File: config.mk
export PLATFORM = sky130hd
export DESIGN_NAME = ppu_sched
export DESIGN_NICKNAME = d
export VERILOG_FILES = /design/src/rtl/ppu_pkg.sv /design/src/rtl/ppu_watchdog.sv /design/src/rtl/ppu_sched.sv
export SDC_FILE = /design/constraint.sdc
export NUM_CORES = 1
export LEC_CHECK = 0
export ABC_AREA = 1
export BUFFER_PORTS_ARGS = -buffer_cell sky130_fd_sc_hd__buf_4
export CORE_AREA = 2 2 419 421
export DETAILED_ROUTE_END_ITERATION = 8
export DIE_AREA = 0 0 421 423
export PLACE_DENSITY = 0.37
export RECOVER_POWER = 50
export SETUP_SLACK_MARGIN = 0.3
export SYNTH_ARGS = -nofsm -noshare
export SYNTH_HDL_FRONTEND = slang
export SYNTH_HIERARCHICAL = 1
export SYNTH_SLANG_ARGS = --single-unit
export TNS_END_PERCENT = 100
File: constraint.sdc
create_clock -name clk -period 3.87 [get_ports clk]
set_input_delay 0.1935 -clock clk [delete_from_list [all_inputs] [get_ports clk]]
set_output_delay 0.1935 -clock clk [all_outputs]
set_load 0.01 [all_outputs]
File: src/rtl/ppu_pkg.sv
// Shared definitions for the PPU row scheduler: FSM states, lane geometry and
// the default PPU timeout.
package ppu_pkg;

    localparam int LANES       = 16;
    localparam int PSUM_LANE_W = 24;
    localparam int OUT_LANE_W  = 8;
    localparam int DEF_TIMEOUT = 64;

    typedef enum logic [2:0] {
        IDLE,
        READ,
        WAIT_RD,
        ISSUE,
        WAIT_PPU,
        WRITE,
        FINISH
    } ppu_state_e;

endpackage

File: src/rtl/ppu_watchdog.sv
// PPU response watchdog: down-counter reloaded while idle, flags expiry on the
// TIMEOUT-th consecutive active cycle.
module ppu_watchdog
    import ppu_pkg::*;
#(
    parameter int TIMEOUT = DEF_TIMEOUT
) (
    input  logic clk,
    input  logic rst_n,
    input  logic active,
    output logic expired
);

    localparam int CW = $clog2(TIMEOUT + 1);

    logic [CW-1:0] cnt;

    always_ff @(posedge clk or negedge rst_n) begin
        if (!rst_n) begin
            cnt <= CW'(TIMEOUT - 1);
        end else if (!active) begin
            cnt <= CW'(TIMEOUT - 1);
        end else if (cnt != '0) begin
            cnt <= cnt - CW'(1);
        end
    end

    assign expired = active && (cnt == '0);

endmodule

File: src/rtl/ppu_sched.sv
// Row scheduler: streams rows from the accumulator buffer through the PPU into
// the output buffer. Define PPU_TIMEOUT_EN to build the ppu_done watchdog.
//
// state    | meaning
// IDLE     | waiting for start
// READ     | acc buffer read strobe for current row
// WAIT_RD  | capture read data
// ISSUE    | first cycle of PPU request
// WAIT_PPU | holding request until ppu_done
// WRITE    | output buffer write of current row
// FINISH   | end of job, job_done follows next cycle
module ppu_sched
    import ppu_pkg::*;
#(
    parameter int PSUM_W  = LANES * PSUM_LANE_W,
    parameter int OUT_W   = LANES * OUT_LANE_W,
    parameter int ADDR_W  = 8,
    parameter int TIMEOUT = DEF_TIMEOUT
) (
    input  logic              clk,
    input  logic              rst_n,
    input  logic              cfg_we,
    input  logic [7:0]        cfg_scale,
    input  logic [7:0]        cfg_bias,
    input  logic              start,
    input  logic [ADDR_W-1:0] num_rows,
    output logic              busy,
    output logic              acc_rd_en,
    output logic [ADDR_W-1:0] acc_rd_addr,
    input  logic [PSUM_W-1:0] acc_rd_data,
    output logic              ppu_valid,
    output logic [PSUM_W-1:0] ppu_partial_sum,
    output logic [7:0]        ppu_scale,
    output logic [7:0]        ppu_bias,
    input  logic              ppu_done,
    input  logic [OUT_W-1:0]  ppu_output_data,
    output logic              out_wr_en,
    output logic [ADDR_W-1:0] out_wr_addr,
    output logic [OUT_W-1:0]  out_wr_data,
    output logic              job_done,
    output logic              err_timeout
);

    if (TIMEOUT < 1) begin : g_bad_timeout
        $error("ppu_sched: TIMEOUT must be at least 1");
    end

    ppu_state_e        state, state_nxt;
    logic [7:0]        shadow_scale, shadow_bias;
    logic [7:0]        job_scale, job_bias;
    logic [ADDR_W-1:0] job_rows, row_idx;
    logic [PSUM_W-1:0] psum_q;
    logic [OUT_W-1:0]  out_q;
    logic              job_done_q;
    logic              ppu_active, last_row, accept, timeout_hit;

    assign ppu_active = (state == ISSUE) || (state == WAIT_PPU);
    assign last_row   = (row_idx == job_rows - ADDR_W'(1));
    assign accept     = (state == IDLE) && start;

`ifdef PPU_TIMEOUT_EN
    logic wd_expired;
    logic err_q;

    ppu_watchdog #(.TIMEOUT(TIMEOUT)) u_watchdog (
        .clk     (clk),
        .rst_n   (rst_n),
        .active  (ppu_active),
        .expired (wd_expired)
    );

    // A late ppu_done on the expiry cycle still completes the row.
    assign timeout_hit = wd_expired && !ppu_done;

    always_ff @(posedge clk or negedge rst_n) begin
        if (!rst_n) begin
            err_q <= 1'b0;
        end else if (accept) begin
            err_q <= 1'b0;
        end else if (timeout_hit) begin
            err_q <= 1'b1;
        end
    end

    assign err_timeout = err_q;
`else
    assign timeout_hit = 1'b0;
    assign err_timeout = 1'b0;
`endif

    always_ff @(posedge clk or negedge rst_n) begin
        if (!rst_n) begin
            state <= IDLE;
        end else begin
            state <= state_nxt;
        end
    end

    always_comb begin
        state_nxt = state;
        case (state)
            IDLE: begin
                if (start) begin
                    state_nxt = (num_rows == '0) ? FINISH : READ;
                end
            end
            READ:    state_nxt = WAIT_RD;
            WAIT_RD: state_nxt = ISSUE;
            ISSUE, WAIT_PPU: begin
                if (ppu_done) begin
                    state_nxt = WRITE;
                end else if (timeout_hit) begin
                    state_nxt = IDLE;
                end else begin
                    state_nxt = WAIT_PPU;
                end
            end
            WRITE:   state_nxt = last_row ? FINISH : READ;
            FINISH:  state_nxt = IDLE;
            default: state_nxt = IDLE;
        endcase
    end

    always_comb begin
        busy      = (state != IDLE);
        acc_rd_en = 1'b0;
        ppu_valid = 1'b0;
        out_wr_en = 1'b0;
        case (state)
            READ:            acc_rd_en = 1'b1;
            ISSUE, WAIT_PPU: ppu_valid = 1'b1;
            WRITE:           out_wr_en = 1'b1;
            default: ;
        endcase
    end

    always_ff @(posedge clk or negedge rst_n) begin
        if (!rst_n) begin
            shadow_scale <= '0;
            shadow_bias  <= '0;
            job_scale    <= '0;
            job_bias     <= '0;
            job_rows     <= '0;
            row_idx      <= '0;
            psum_q       <= '0;
            out_q        <= '0;
            job_done_q   <= 1'b0;
        end else begin
            if (cfg_we) begin
                shadow_scale <= cfg_scale;
                shadow_bias  <= cfg_bias;
            end
            if (accept) begin
                job_rows  <= num_rows;
                job_scale <= shadow_scale;
                job_bias  <= shadow_bias;
                row_idx   <= '0;
            end
            if (state == WAIT_RD) begin
                psum_q <= acc_rd_data;
            end
            if (ppu_active && ppu_done) begin
                out_q <= ppu_output_data;
            end
            if ((state == WRITE) && !last_row) begin
                row_idx <= row_idx + ADDR_W'(1);
            end
            job_done_q <= (state == FINISH);
        end
    end

    assign acc_rd_addr     = row_idx;
    assign out_wr_addr     = row_idx;
    assign ppu_partial_sum = psum_q;
    assign ppu_scale       = job_scale;
    assign ppu_bias        = job_bias;
    assign out_wr_data     = out_q;
    assign job_done        = job_done_q;

endmodule

## Yosys cells after proc, flatten, opt, wreduce, memory -nomap -nowiden

Cells that the tools add are included.
W data, S select, Z words.

- Flip-flop bits (word level): 564
- Input port bits: 541
- Output and inout bits: 550
- Logic and storage cells: 40

- Add/subtract/negate cells: 2
- Eq/ne operators: 8
- Muxes and demuxes: 10
- Reduce and logical (&&, ||, !) cells: 10

Operators by type and width:

| operator | number |
|---|---|
| $mux W8 | 2 |
| $pmux W3 S5 | 1 |
| $eq A3 B3 Y1 const B | 3 |
| $mux W3 | 3 |
| $add A8 B1 Y8 const B | 1 |
| $eq A8 B8 Y1 | 1 |
| $logic_not A8 Y1 | 1 |
| $sub A8 B1 Y8 const B | 1 |
| $eq A3 B2 Y1 const B | 2 |
| $mux W1 | 4 |
| $eq A3 B1 Y1 const B | 1 |
| $logic_and A1 B1 Y1 | 3 |
| $logic_not A3 Y1 | 1 |
| $reduce_bool A3 Y1 | 1 |
| $ne A2 B2 Y1 const B | 1 |
| $reduce_bool A2 Y1 | 1 |
| $reduce_or A2 Y1 | 1 |
| $logic_not A1 Y1 | 1 |
| $logic_or A1 B1 Y1 | 1 |

## Depth between registers and ports, before layout

Gate-level depths: netlist of the first run.

- Word-level depth: 5
- Depth in mapped cells: 14
- Mapped depth without buffers: 14

## Worst setup path before layout of the first run

Ideal clock, no wire load.

- Path kind: reg2reg
- Start: register job_rows[0]
- End: register row_idx[3] (netlist: acc_rd_addr[3])
- Library setup time: 66 ps
- Arrival time: 1584 ps
- Data required time: 3804 ps
- Setup slack: 2221 ps
- Cell stages (with the launch flop): 15
- Buffers on the path: 0
- Period minus slack after synthesis: 1649 ps
- Cells stage by stage: dfrtp_1 -> inv_1 -> ha_1 -> inv_1 -> nand2_1 -> nand3_1 -> nand2_1 -> nand2_1 -> nor2_1 -> nand2_1 -> nor2_2 -> nand2_4 -> nand2_4 -> nand3_1 -> nand2_1

- Cells in the longest elaborated chain, start to end: 5
- Elaborated cells between the ends (all ways): 6
- Classes of those cells: 1 x add/sub; 1 x eq/ne; 1 x mux; 3 x reduce/logical

RTL lines:

| element | RTL line | text |
|---|---|---|
| from (decl) | ppu_sched.sv:51 | `logic [ADDR_W-1:0] job_rows, row_idx;` |
| from (signal assigned) | ppu_sched.sv:154 | `job_rows <= num_rows;` |
| $sub A8 B1 Y8 (*) | ppu_sched.sv:58 | `assign last_row = (row_idx == job_rows - ADDR_W'(1));` |
| $eq A8 B8 Y1 (*) | ppu_sched.sv:58 |  |
| $logic_not A1 Y1 (*) | ppu_sched.sv:165 | `if ((state == WRITE) && !last_row) begin` |
| $logic_and A1 B1 Y1 (*) | ppu_sched.sv:165 |  |
| $mux W8 or $reduce_bool A2 Y1 (tied branches) | n/a |  |
| to (signal assigned) | ppu_sched.sv:166 | `row_idx <= row_idx + ADDR_W'(1);` |
| to (decl) | ppu_sched.sv:51 |  |

Every way passes the cells marked *; elsewhere a longest branch is shown, timed or not.
A chain may end at the register's enable or synchronous reset.

==> out/metrics.yaml, run 1 <==
synth:
  mappedNetlistNets: 3024
  syn-cell-area_sq_um: 21700
  yosysSeqAreaShare_pct: 65.0
  synth_cell_types: 26
  synth.most_common_cell: "nand2_1"
  synth_edf_count: 0
  synth_top_cell_area_share_pct: 65.0
  synth_ff_type: "dfrtp_1"
  yosys_warnings: 6
  netlist_instances: 2481
  synth-seq-cells: 564
  ys_top_cells_by_area: "dfrtp_1 (65%), nand2_1 (28%), buf_2 (1.5%), o21ai_0 (0.88%), inv_1 (0.76%)"
  ys_async_sr_fraction_pct: 100
  avgSynthCellArea_sq_um: 8.76
  synthTopCellsByCount: "nand2_1 (1614), dfrtp_1 (564), buf_2 (67)"
  yosys.area.top_type: "dfrtp_1"
sta:
  fin_worst_skew_ns: 0.0311
  finalSetupViolCount: 0
  min_period_ns: 2.75
  hold_violations: 0
  max_freq_mhz: 364
  fin_crit_sh_pct: 71.0
  grt_setup_unrepaired: "no"
  worst_pin_slew_ns: 2.83
  timing.slew.headroom_pct: -89.0
  setup_tns_ns: 0
  drv_slew: 67
floorplanning:
  dieWidth_um: 421
  boundaryPins: 1091
  initial_core_util_pct: 12.5
  die_y_um: 423
  rows: 153
  dieArea_sq_um: 178000
  core-area_sq_um: 173000
finish:
  fin_nets: 4667
  final_util_pct: 23.0
  drive_above_1_share_pct: 23.3
  syn2layout_area_growth_pct: 83.5
drt:
  routed_wl_mm: 122
  dr.pass1.iters: 4
  final_antenna_net_count: 0
  wl_per_cell_um: 18.8
  viasPerCell: 3.43
  remaining_drc_errors: 0
  dr.first_iter.drc_count: 1355
  vias: 22400
worst_setup_path:
  worst-path-buf-inv: 3
  cp_max_fo: 72
  crit_family: "buffers and inverters"
  reg2reg_depth: 13
  cp-startpoint: "rst_n"
  critical_path_depth: 3
  r2r_start: "job_rows[0]$_DFFE_PN0P_"
  cp.required_ns: 4.59
  end_kind: "asynchronous set/reset pin"
  critPathSlowestCell: "clkbuf_2"
  path_class: "primary input to asynchronous set/reset pin"
  cp.arrival_ns: 3.47
  slowest_delay_ns: 1.94
  crit_chain: "dlygate4sd3_1 -> clkbuf_2 -> clkbuf_1"
  worstSetupStartpointType: "primary input"
cts:
  root_buffer: "clkbuf_16"
  cts_buffer_depth: 3
  cts_setup_buffers: 0
  clock-sinks: 564
  cts_buffers: 79
  cts-htree-levels: 3
  cts-resized-gates: 0
  cts_tree: "done"
  clock_latency_ns: 0.72
  cts.clk_slew.worst_paths_ns: 0.06
worst_hold_path:
  min-delay-start: "acc_rd_data[114]"
  hold_depth: 4
  worst_hold_path_type: "primary input to flip-flop"
grt:
  antenna_found_initial: 26
  met1_usage_pct: 15.4
  grt_overflow_total: 0
  grt_pass1_wl_mm: 173
  met3_usage_pct: 4.96
  met2_usage_pct: 22.5
  grt_pass1_vias: 23500
  grtUsageTotal_pct: 13.4
  top_usage_layer: "met2"
  grt_max_degree: 136
placed_design:
  io_buffer_count: 1089
  hpwl_mm: 90.9
  place_congestion: 0.882
power:
  p_leak_uw: 0.0200
  p_per_area_nw_per_um2: 761
  ir_drop_uv: 637
run_status:
  violations: "max-capacitance violations, max-slew violations"
  status: "finished, violations left"
flow_run:
  drv_cap: 1
[cell families after synthesis]
group / after synthesis / share of synthesized area (%)
AND/OR/NAND/NOR: 1683 / 29.6
flip-flops: 564 / 65.0
buffers and inverters: 179 / 4.03
AO/OA/AOI/OAI: 45 / 1.04
XOR/XNOR: 7 / 0.282
adder cells (fa/ha/maj): 2 / 0.115
other: 1 / 0.0173
[timing repair]
action	4_1_cts	5_1_grt
endpoints found under the hold margin	596	0
hold buffers	573	0
endpoints found under the setup margin	0	0
[flip-flops by register name, indices dropped and copies added (netlist names)]
| signal | cells |
|---|---|
| ppu_partial_sum | 384 |
| out_wr_data | 128 |
| acc_rd_addr | 8 |
| job_rows | 8 |
| ppu_bias | 8 |
| ppu_scale | 8 |
| shadow_bias | 8 |
| shadow_scale | 8 |
| state | 3 |
| job_done | 1 |
[metal layers]
metal,vias up,routed length [um]
li1,10800,-
met1,10700,48200
met2,720,59400
met3,173,10500
met4,8,4130
met5,-,48
[cells in the final DEF (no fill, tap or decap), types with 3 or more instances in the layout]
cell type      netlist  routed
nor2_1              18      18
nand3_1             25      25
nor2_2               6       5
diode_2              0      10
nand2_1           1614    1614
xor2_1               4       4
dfrtp_1            564     564
buf_4               12     828
dlygate4sd3_1        0     573
clkbuf_16            0      79
clkbuf_8             0      12
nor3_1               7       7
buf_12               0      13
clkinv_2             0       5
a21oi_1              5       5
clkinvlp_4           0       5
inv_1               44      45
clkbuf_1            33     303
bufinv_16            0       5
xnor2_1              3       3
o21ai_0             38      38
nand4_1              4       4
[final cells by class]
| type | count | area [sq um] |
|---|---|---|
| repair buffers | 1693 | 13300 |
| flip-flops and latches | 564 | 14100 |
| clock inverters | 25 | 380 |
| well taps | 2325 | 2910 |
| diodes | 10 | 25.0 |
| fillers | 19400 | 133000 |
| inverters | 48 | 190 |
| multi-input cells | 1738 | 6740 |
| clock buffers | 118 | 2240 |
[tightest hold or removal path, cell delays in order]
cell,delay (ns)
dlygate4sd3_1,0.52
buf_4,0.09
nand2_1,0.04
nand2_1,0.05
[through the flow]
stage	instances	hold WS, ns	total power (uW)	cell area [sq um]	setup WS, ns
final	6521	0.215	30400	39900	1.12
after global routing	6519	0.173	32700	39900	0.684
after CTS	6511	0.0994	32200	40900	1.47
after detailed placement	5795	0.327	23800	32500	1.63
after global placement	5795	0.328	23700	32500	1.56
after floorplan	2481	-0.102	15700	21700	2.22
[final timing paths]
kind / to / slack [ns]
min in group asynchronous: out_wr_data[120]$_DFFE_PN0P_ / 0.92
max in group clk: state[2]$_DFFE_PN0P_ / 1.46
hold / removal: ppu_partial_sum[114]$_DFFE_PN0N_ / 0.22
hold reg to reg: out_wr_data[126]$_DFFE_PN0P_ / 0.47
setup reg to reg: state[2]$_DFFE_PN0P_ / 1.46
setup / recovery: ppu_partial_sum[363]$_DFFE_PN0N_ / 1.12
[power by group]
| part | switching, uW | internal (uW) |
|---|---|---|
| Clock | 3170 | 4390 |
| Combinational | 7520 | 4640 |
| Sequential | 1910 | 8730 |
| Total | 12600 | 17800 |
No activity file was read; power rests on OpenSTA's default activity.
==> run 2: changes to the inputs <==
--- a/config.mk
+++ b/config.mk
@@ -5,11 +5,11 @@
 export SDC_FILE = /design/constraint.sdc
 export NUM_CORES = 1
 export LEC_CHECK = 0
-export ABC_AREA = 1
+export ABC_AREA = 0
 export BUFFER_PORTS_ARGS = -buffer_cell sky130_fd_sc_hd__buf_4
-export CORE_AREA = 2 2 419 421
+export CORE_AREA = 2 2 429 431
 export DETAILED_ROUTE_END_ITERATION = 8
-export DIE_AREA = 0 0 421 423
+export DIE_AREA = 0 0 431 433
 export PLACE_DENSITY = 0.37
 export RECOVER_POWER = 50
 export SETUP_SLACK_MARGIN = 0.3
==> constraint.sdc (replaced) <==
create_clock -name clk -period 2.5 [get_ports clk]
set_input_delay 0.125 -clock clk [delete_from_list [all_inputs] [get_ports clk]]
set_output_delay 0.125 -clock clk [all_outputs]
set_load 0.01 [all_outputs]
==> run 2 against run 1 <==
The run still ends with max-capacitance violations, max-slew violations left. Non-clock buffer count is 26 higher. Sequential power increased by 57%. Count of clock-buffer cells in the layout is 13 lower. Setup slack worse by 0.73 ns. Die area is 4.8% higher. Clock skew decreased by 0.0036 ns. Critical path depth up 5. Highest routed layer unchanged.
==> out/metrics.yaml, run 2 <==
power:
  ir_drop_uv: 689
  p_per_area_nw_per_um2: 1210
  power.share.combinational_pct: 43.1
  power_switching_share_pct: 36.4
  p_switching_uw: 17600
  power_uw: 48300
  p_int_uw: 30700
  p_clk_share_pct: 22.4
  seq_power_share_pct: 34.5
  p_leak_uw: 0.0174
worst_setup_path:
  critPathSlowestCell: "or3_1"
  path_class: "flip-flop to flip-flop"
  cp.required_ns: 3.09
  reg2reg_depth: 8
  cp.arrival_ns: 2.70
  slowest_delay_ns: 0.37
  cp_max_fo: 8
  crit_chain: "inv_1 -> ha_4 -> nor2b_1 -> or3_1 -> a31o_1 -> a211oi_4 -> nand2b_4 -> mux2i_1"
  r2r_start: "job_rows[1]$_DFFE_PN0P_"
  worstSetupStartpointType: "flip-flop"
  r2r_end: "acc_rd_addr[6]$_DFFE_PN0P_"
  end_kind: "flip-flop"
  reg2reg_setup_slack_ns: 0.39
cts:
  cts_buffers: 75
  root_buffer: "clkbuf_16"
  cts-htree-levels: 3
  clock_latency_ns: 0.70
  clock-sinks: 564
  cts.clk_slew.worst_paths_ns: 0.06
  cts_buffer_depth: 3
  cts_tree: "done"
placed_design:
  io_buffer_count: 1089
  place_congestion: 0.791
  hpwl_mm: 87.8
  dpl_worst_slack_ns: 0.120
  dpl-instance-area_sq_um: 33000
synth:
  synth_ff_type: "dfrtp_1"
  avgSynthCellArea_sq_um: 15.9
  syn-cell-area_sq_um: 21400
  synth.most_common_cell: "dfrtp_1"
  ys_async_sr_fraction_pct: 100
  yosys.area.top_type: "dfrtp_1"
  ys_top_cells_by_area: "dfrtp_1 (66%), mux2_2 (28%), nand2_1 (1.4%), buf_2 (1.2%), buf_4 (0.35%)"
  yosysSeqAreaShare_pct: 65.9
  yosys_warnings: 6
  mappedNetlistNets: 1888
  synth-seq-cells: 564
  synth_edf_count: 0
  synth_top_cell_area_share_pct: 65.9
  netlist_instances: 1345
  synthTopCellsByCount: "dfrtp_1 (564), mux2_2 (529), nand2_1 (78)"
  synth_cell_types: 44
sta:
  worst_pin_slew_ns: 1.96
  finalSetupViolCount: 0
  timing.slew.headroom_pct: -30.8
  setup_tns_ns: 0
  min_period_ns: 2.11
  fin_worst_skew_ns: 0.0275
  setup_ws_ns: 0.392
  max_freq_mhz: 474
  fin_crit_sh_pct: 84.3
  hold_violations: 0
  grt_setup_unrepaired: "yes"
  drv_slew: 11
finish:
  drive_above_1_share_pct: 49.7
  syn2layout_area_growth_pct: 86.7
  fin_nets: 3606
  layout_commonest_cell: "buf_4"
  most-common-layout-cells: "buf_4 (869), dfrtp_1 (561), dlygate4sd3_1 (555), mux2_2 (529), clkbuf_1 (290)"
  largest_register_ffs: 384
  final_cell_area_sq_um: 40000
  final_util_pct: 22.0
drt:
  routed_wl_mm: 110
  final_antenna_net_count: 0
  wl_per_cell_um: 20.0
  dr.pass1.iters: 4
  dr.first_iter.drc_count: 596
  remaining_drc_errors: 0
  vias: 18100
  viasPerCell: 3.27
floorplanning:
  boundaryPins: 1091
  core-area_sq_um: 182000
  initial_core_util_pct: 11.8
  dieArea_sq_um: 187000
  rows: 157
  die_y_um: 433
  dieWidth_um: 431
worst_hold_path:
  min_to: "ppu_partial_sum[371]$_DFFE_PN0N_"
  worst_hold_path_type: "primary input to flip-flop"
  min-delay-start: "acc_rd_data[371]"
  hold_depth: 3
grt:
  grt_pass1_vias: 19200
  grtUsageTotal_pct: 11.4
  grt_max_degree: 88
  grt_overflow_total: 0
  grt_pass1_wl_mm: 150
  antenna_found_initial: 48
flow_run:
  drv_cap: 1
run_status:
  status: "finished, violations left"
  violations: "max-capacitance violations, max-slew violations"
run 2: worst max path at each step:
stage	from	endpoint	slack, ns	cells past startpoint
after floorplan	job_rows[0]$_DFFE_PN0P_	acc_rd_addr[6]$_DFFE_PN0P_	0.33	9
after global placement	job_rows[1]$_DFFE_PN0P_	acc_rd_addr[7]$_DFFE_PN0P_	0.12	8
after CTS	state[1]$_DFFE_PN0P_	out_wr_en	0.24	4
after detailed placement	job_rows[1]$_DFFE_PN0P_	acc_rd_addr[6]$_DFFE_PN0P_	0.12	8
final	job_rows[1]$_DFFE_PN0P_	acc_rd_addr[6]$_DFFE_PN0P_	0.39	8
after global routing	rst_n	ppu_partial_sum[349]$_DFFE_PN0N_	0.17	4
run 2: cells by family (layout without fill, tap and decap cells):
| group | after synthesis | count (layout) | synth area share (%) |
|---|---|---|---|
| muxes | 531 | 531 | 27.9 |
| AOI/OAI and AO/OA | 29 | 29 | 1.09 |
| adders and majority gates | 2 | 2 | 0.117 |
| buffers and inverters | 83 | 1850 | 1.96 |
| DFF | 564 | 564 | 65.9 |
| other | 1 | 23 | 0.0175 |
| and+or+nand+nor | 124 | 124 | 2.62 |
| xor gates and xnor gates | 11 | 11 | 0.450 |
run 2: final cells by class:
cell class              instances  area, sq um
well taps                    2385         2980
fillers                     19800       142000
flip-flops and latches        564        14100
clock inverters                21          294
diodes                         22         55.1
repair buffers               1719        13500
clock buffers                 105         2080
inverters                       5         18.8
multi-input cells             698         6970
run 2: critical path: cells and delay by family (launching register included):
family / cells / cell delay [ns]
buf+inv: 1 / 0.08
mux: 1 / 0.19
simple gates: 3 / 0.75
compound gates: 2 / 0.49
flops: 1 / 0.34
fa+ha+maj: 1 / 0.19
run 2: per-stage QoR:
step | hold slack [ns] | instances
4_1_cts | 0.0987 | 5494
3_5_place_dp | 0.0855 | 4811
6_report | 0.205 | 5519
5_1_grt | 0.134 | 5507
3_3_place_gp | 0.0867 | 4811
2_1_floorplan | -0.171 | 1345
run 2: metal layers:
metal | routed length [um] | GRT usage, %
met3 | 7170 | 3.61
met5 | 149 | 0
met1 | 41500 | 12.8
met4 | 4020 | 3.97
met2 | 57600 | 20.2
run 2: power groups by stage:
stage | sequential (uW) | clock [uW] | combinational [uW]
detailed placement | 16800 | 0 | 22200
finish | 16600 | 10800 | 20800
global placement | 16800 | 0 | 22100
global route | 17300 | 11700 | 22300
CTS | 16700 | 11300 | 23100
floorplan | 18100 | 0 | 7900
run 2: timing repair:
action / in CTS / in global routing
setup endpoints to repair: 79 / 293
buffers inserted: 1 / 3
resized for setup: 8 / 9
hold buffers: 556 / 0
hold endpoints to repair: 901 / 0
pin swaps: 1 / 7
==> run 3: changes to the inputs <==
--- a/config.mk
+++ b/config.mk
@@ -10,7 +10,7 @@
 export CORE_AREA = 2 2 429 431
 export DETAILED_ROUTE_END_ITERATION = 8
 export DIE_AREA = 0 0 431 433
-export PLACE_DENSITY = 0.37
+export PLACE_DENSITY = 0.36
 export RECOVER_POWER = 50
 export SETUP_SLACK_MARGIN = 0.3
 export SYNTH_ARGS = -nofsm -noshare
==> constraint.sdc (replaced) <==
create_clock -name clk -period 2.13 [get_ports clk]
set_input_delay 0.1065 -clock clk [delete_from_list [all_inputs] [get_ports clk]]
set_output_delay 0.1065 -clock clk [all_outputs]
set_load 0.01 [all_outputs]
==> run 3 against run 2 <==
The flow now finishes without violations. Non-clock buffer count is 166 higher. Clock power grew 24%. Count of clock-buffer cells in the layout up 13. Final cell count increased by 3.0%. Global-route usage is 0.27 points higher. Critical path type unchanged.
==> out/metrics.yaml, run 3 (synthesis results as in run 2) <==
run_status:
  status: "completed"
cts:
  cts_buffers: 77
  cts.clk_slew.worst_paths_ns: 0.05
  root_buffer: "clkbuf_16"
  clock_latency_ns: 0.70
  clock-sinks: 564
  cts_tree: "done"
  cts-htree-levels: 3
  cts_buffer_depth: 3
floorplanning:
  dieWidth_um: 431
  core-area_sq_um: 182000
  boundaryPins: 1091
  die_y_um: 433
  initial_core_util_pct: 11.8
  dieArea_sq_um: 187000
  rows: 157
grt:
  grt_pass1_vias: 20700
  grtUsageTotal_pct: 11.7
  grt_max_degree: 78
  grt_overflow_total: 0
  grt_pass1_wl_mm: 156
  antenna_found_initial: 11
sta:
  hold_violations: 0
  fin_crit_sh_pct: 96.1
  worst_pin_slew_ns: 1.49
  drv_slew: 0
  finalSetupViolCount: 0
  grt_setup_unrepaired: "yes"
  min_period_ns: 2.05
  setup_ws_ns: 0.0839
  timing.slew.headroom_pct: 0.538
  max_freq_mhz: 489
  fin_worst_skew_ns: 0.0286
placed_design:
  place_congestion: 0.824
  dp_cells: 4835
  dpl_worst_slack_ns: 0.0449
  io_buffer_count: 1089
  hpwl_mm: 84.3
finish:
  layout_commonest_cell: "buf_4"
  stdcell_count: 5683
  fin_nets: 3774
  syn2layout_area_growth_pct: 112
  drive_above_1_share_pct: 53.0
  largest_register_ffs: 384
  most-common-layout-cells: "buf_4 (865), dfrtp_1 (561), dlygate4sd3_1 (554), mux2_4 (486), clkbuf_1 (288)"
drt:
  dr.first_iter.drc_count: 594
  viasPerCell: 3.31
  dr.pass1.iters: 6
  wl_per_cell_um: 20.8
  final_antenna_net_count: 0
  remaining_drc_errors: 0
  vias: 18800
  routed_wl_mm: 118
power:
  p_per_area_nw_per_um2: 1530
  p_leak_uw: 0.0210
  power_uw: 69400
  ir_drop_uv: 676
worst_setup_path:
  crit_family: "buffers and inverters"
  slowest_delay_ns: 0.40
  cp.arrival_ns: 2.60
  reg2reg_setup_slack_ns: 0.08
  end_kind: "flip-flop"
  cp_max_fo: 8
  cp.required_ns: 2.68
  worstSetupStartpointType: "flip-flop"
  critPathSlowestCell: "dfrtp_1"
  worst-path-buf-inv: 4
  path_class: "flip-flop to flip-flop"
  crit_chain: "buf_6 -> and2_4 -> mux2_4 -> nand2_8 -> buf_12 -> buf_16 -> buf_12 -> mux2_4"
worst_hold_path:
  worst_hold_path_type: "primary input to flip-flop"
flow_run:
  drv_cap: 0
## run 3: tightest hold or removal path, cell delays in order
cell	delay [ns]
dlygate4sd3_1	0.52
buf_4	0.09
mux2_4	0.12
## run 3: routing by layer
metal | vias to the layer above | wire (um) | track usage, % | share of wire [%]
met5 | - | 13 | 0 | 0.011
met4 | 2 | 3600 | 4.25 | 3.1
met3 | 119 | 9300 | 4.18 | 7.9
met2 | 647 | 58100 | 19.6 | 49
met1 | 9487 | 47000 | 13.6 | 40
li1 | 8533 | - | - | -
## run 3: cell type report
type / count / area (sq um)
inverters: 5 / 21.3
well taps: 2385 / 2980
fillers: 19500 / 137000
clock buffers: 118 / 2290
flip-flops and latches: 564 / 14100
multi-input cells: 698 / 8890
clock inverters: 20 / 284
diodes: 8 / 20.0
repair buffers: 1885 / 16800
## run 3: per-stage QoR
stage / util [%] / TNS, ns / hold WS, ns / area, sq um
detailed placement: 18.3 / 0 / 0.0951 / 33300
global route: 24.9 / -0.443 / 0.130 / 45400
global placement: 18.3 / 0 / 0.0900 / 33300
CTS: 24.3 / 0 / 0.0881 / 44200
finish: 24.9 / 0 / 0.177 / 45400
floorplan: - / 0 / -0.189 / 21600
## run 3: what timing repair did
action                                  4_1_cts  5_1_grt
resized for setup                           279      393
endpoints found under the setup margin      393      506
hold buffers                                555        0
gates cloned                                 33       18
hold endpoints to repair                   1044        0
buffers inserted                             67       29
pin swaps                                     5        8
## run 3: where the power goes
part	switching (uW)	leakage, uW	internal [uW]
logic	14700	0.0131	21400
registers	3780	0.00668	16200
clock network	5430	0.00126	7930
## run 3: final timing paths
path	from	to	cells after the start
max in group asynchronous	rst_n	ppu_partial_sum[96]$_DFFE_PN0N_	4
hold reg to reg	shadow_bias[6]$_DFFE_PN0P_	ppu_bias[6]$_DFFE_PN0P_	2
setup / recovery	state[0]$_DFFE_PN0P_	out_wr_data[9]$_DFFE_PN0P_	8
min in group asynchronous	rst_n	ppu_partial_sum[274]$_DFFE_PN0N_	3
setup reg to reg	state[0]$_DFFE_PN0P_	out_wr_data[9]$_DFFE_PN0P_	8
hold / removal	acc_rd_data[233]	ppu_partial_sum[233]$_DFFE_PN0N_	3
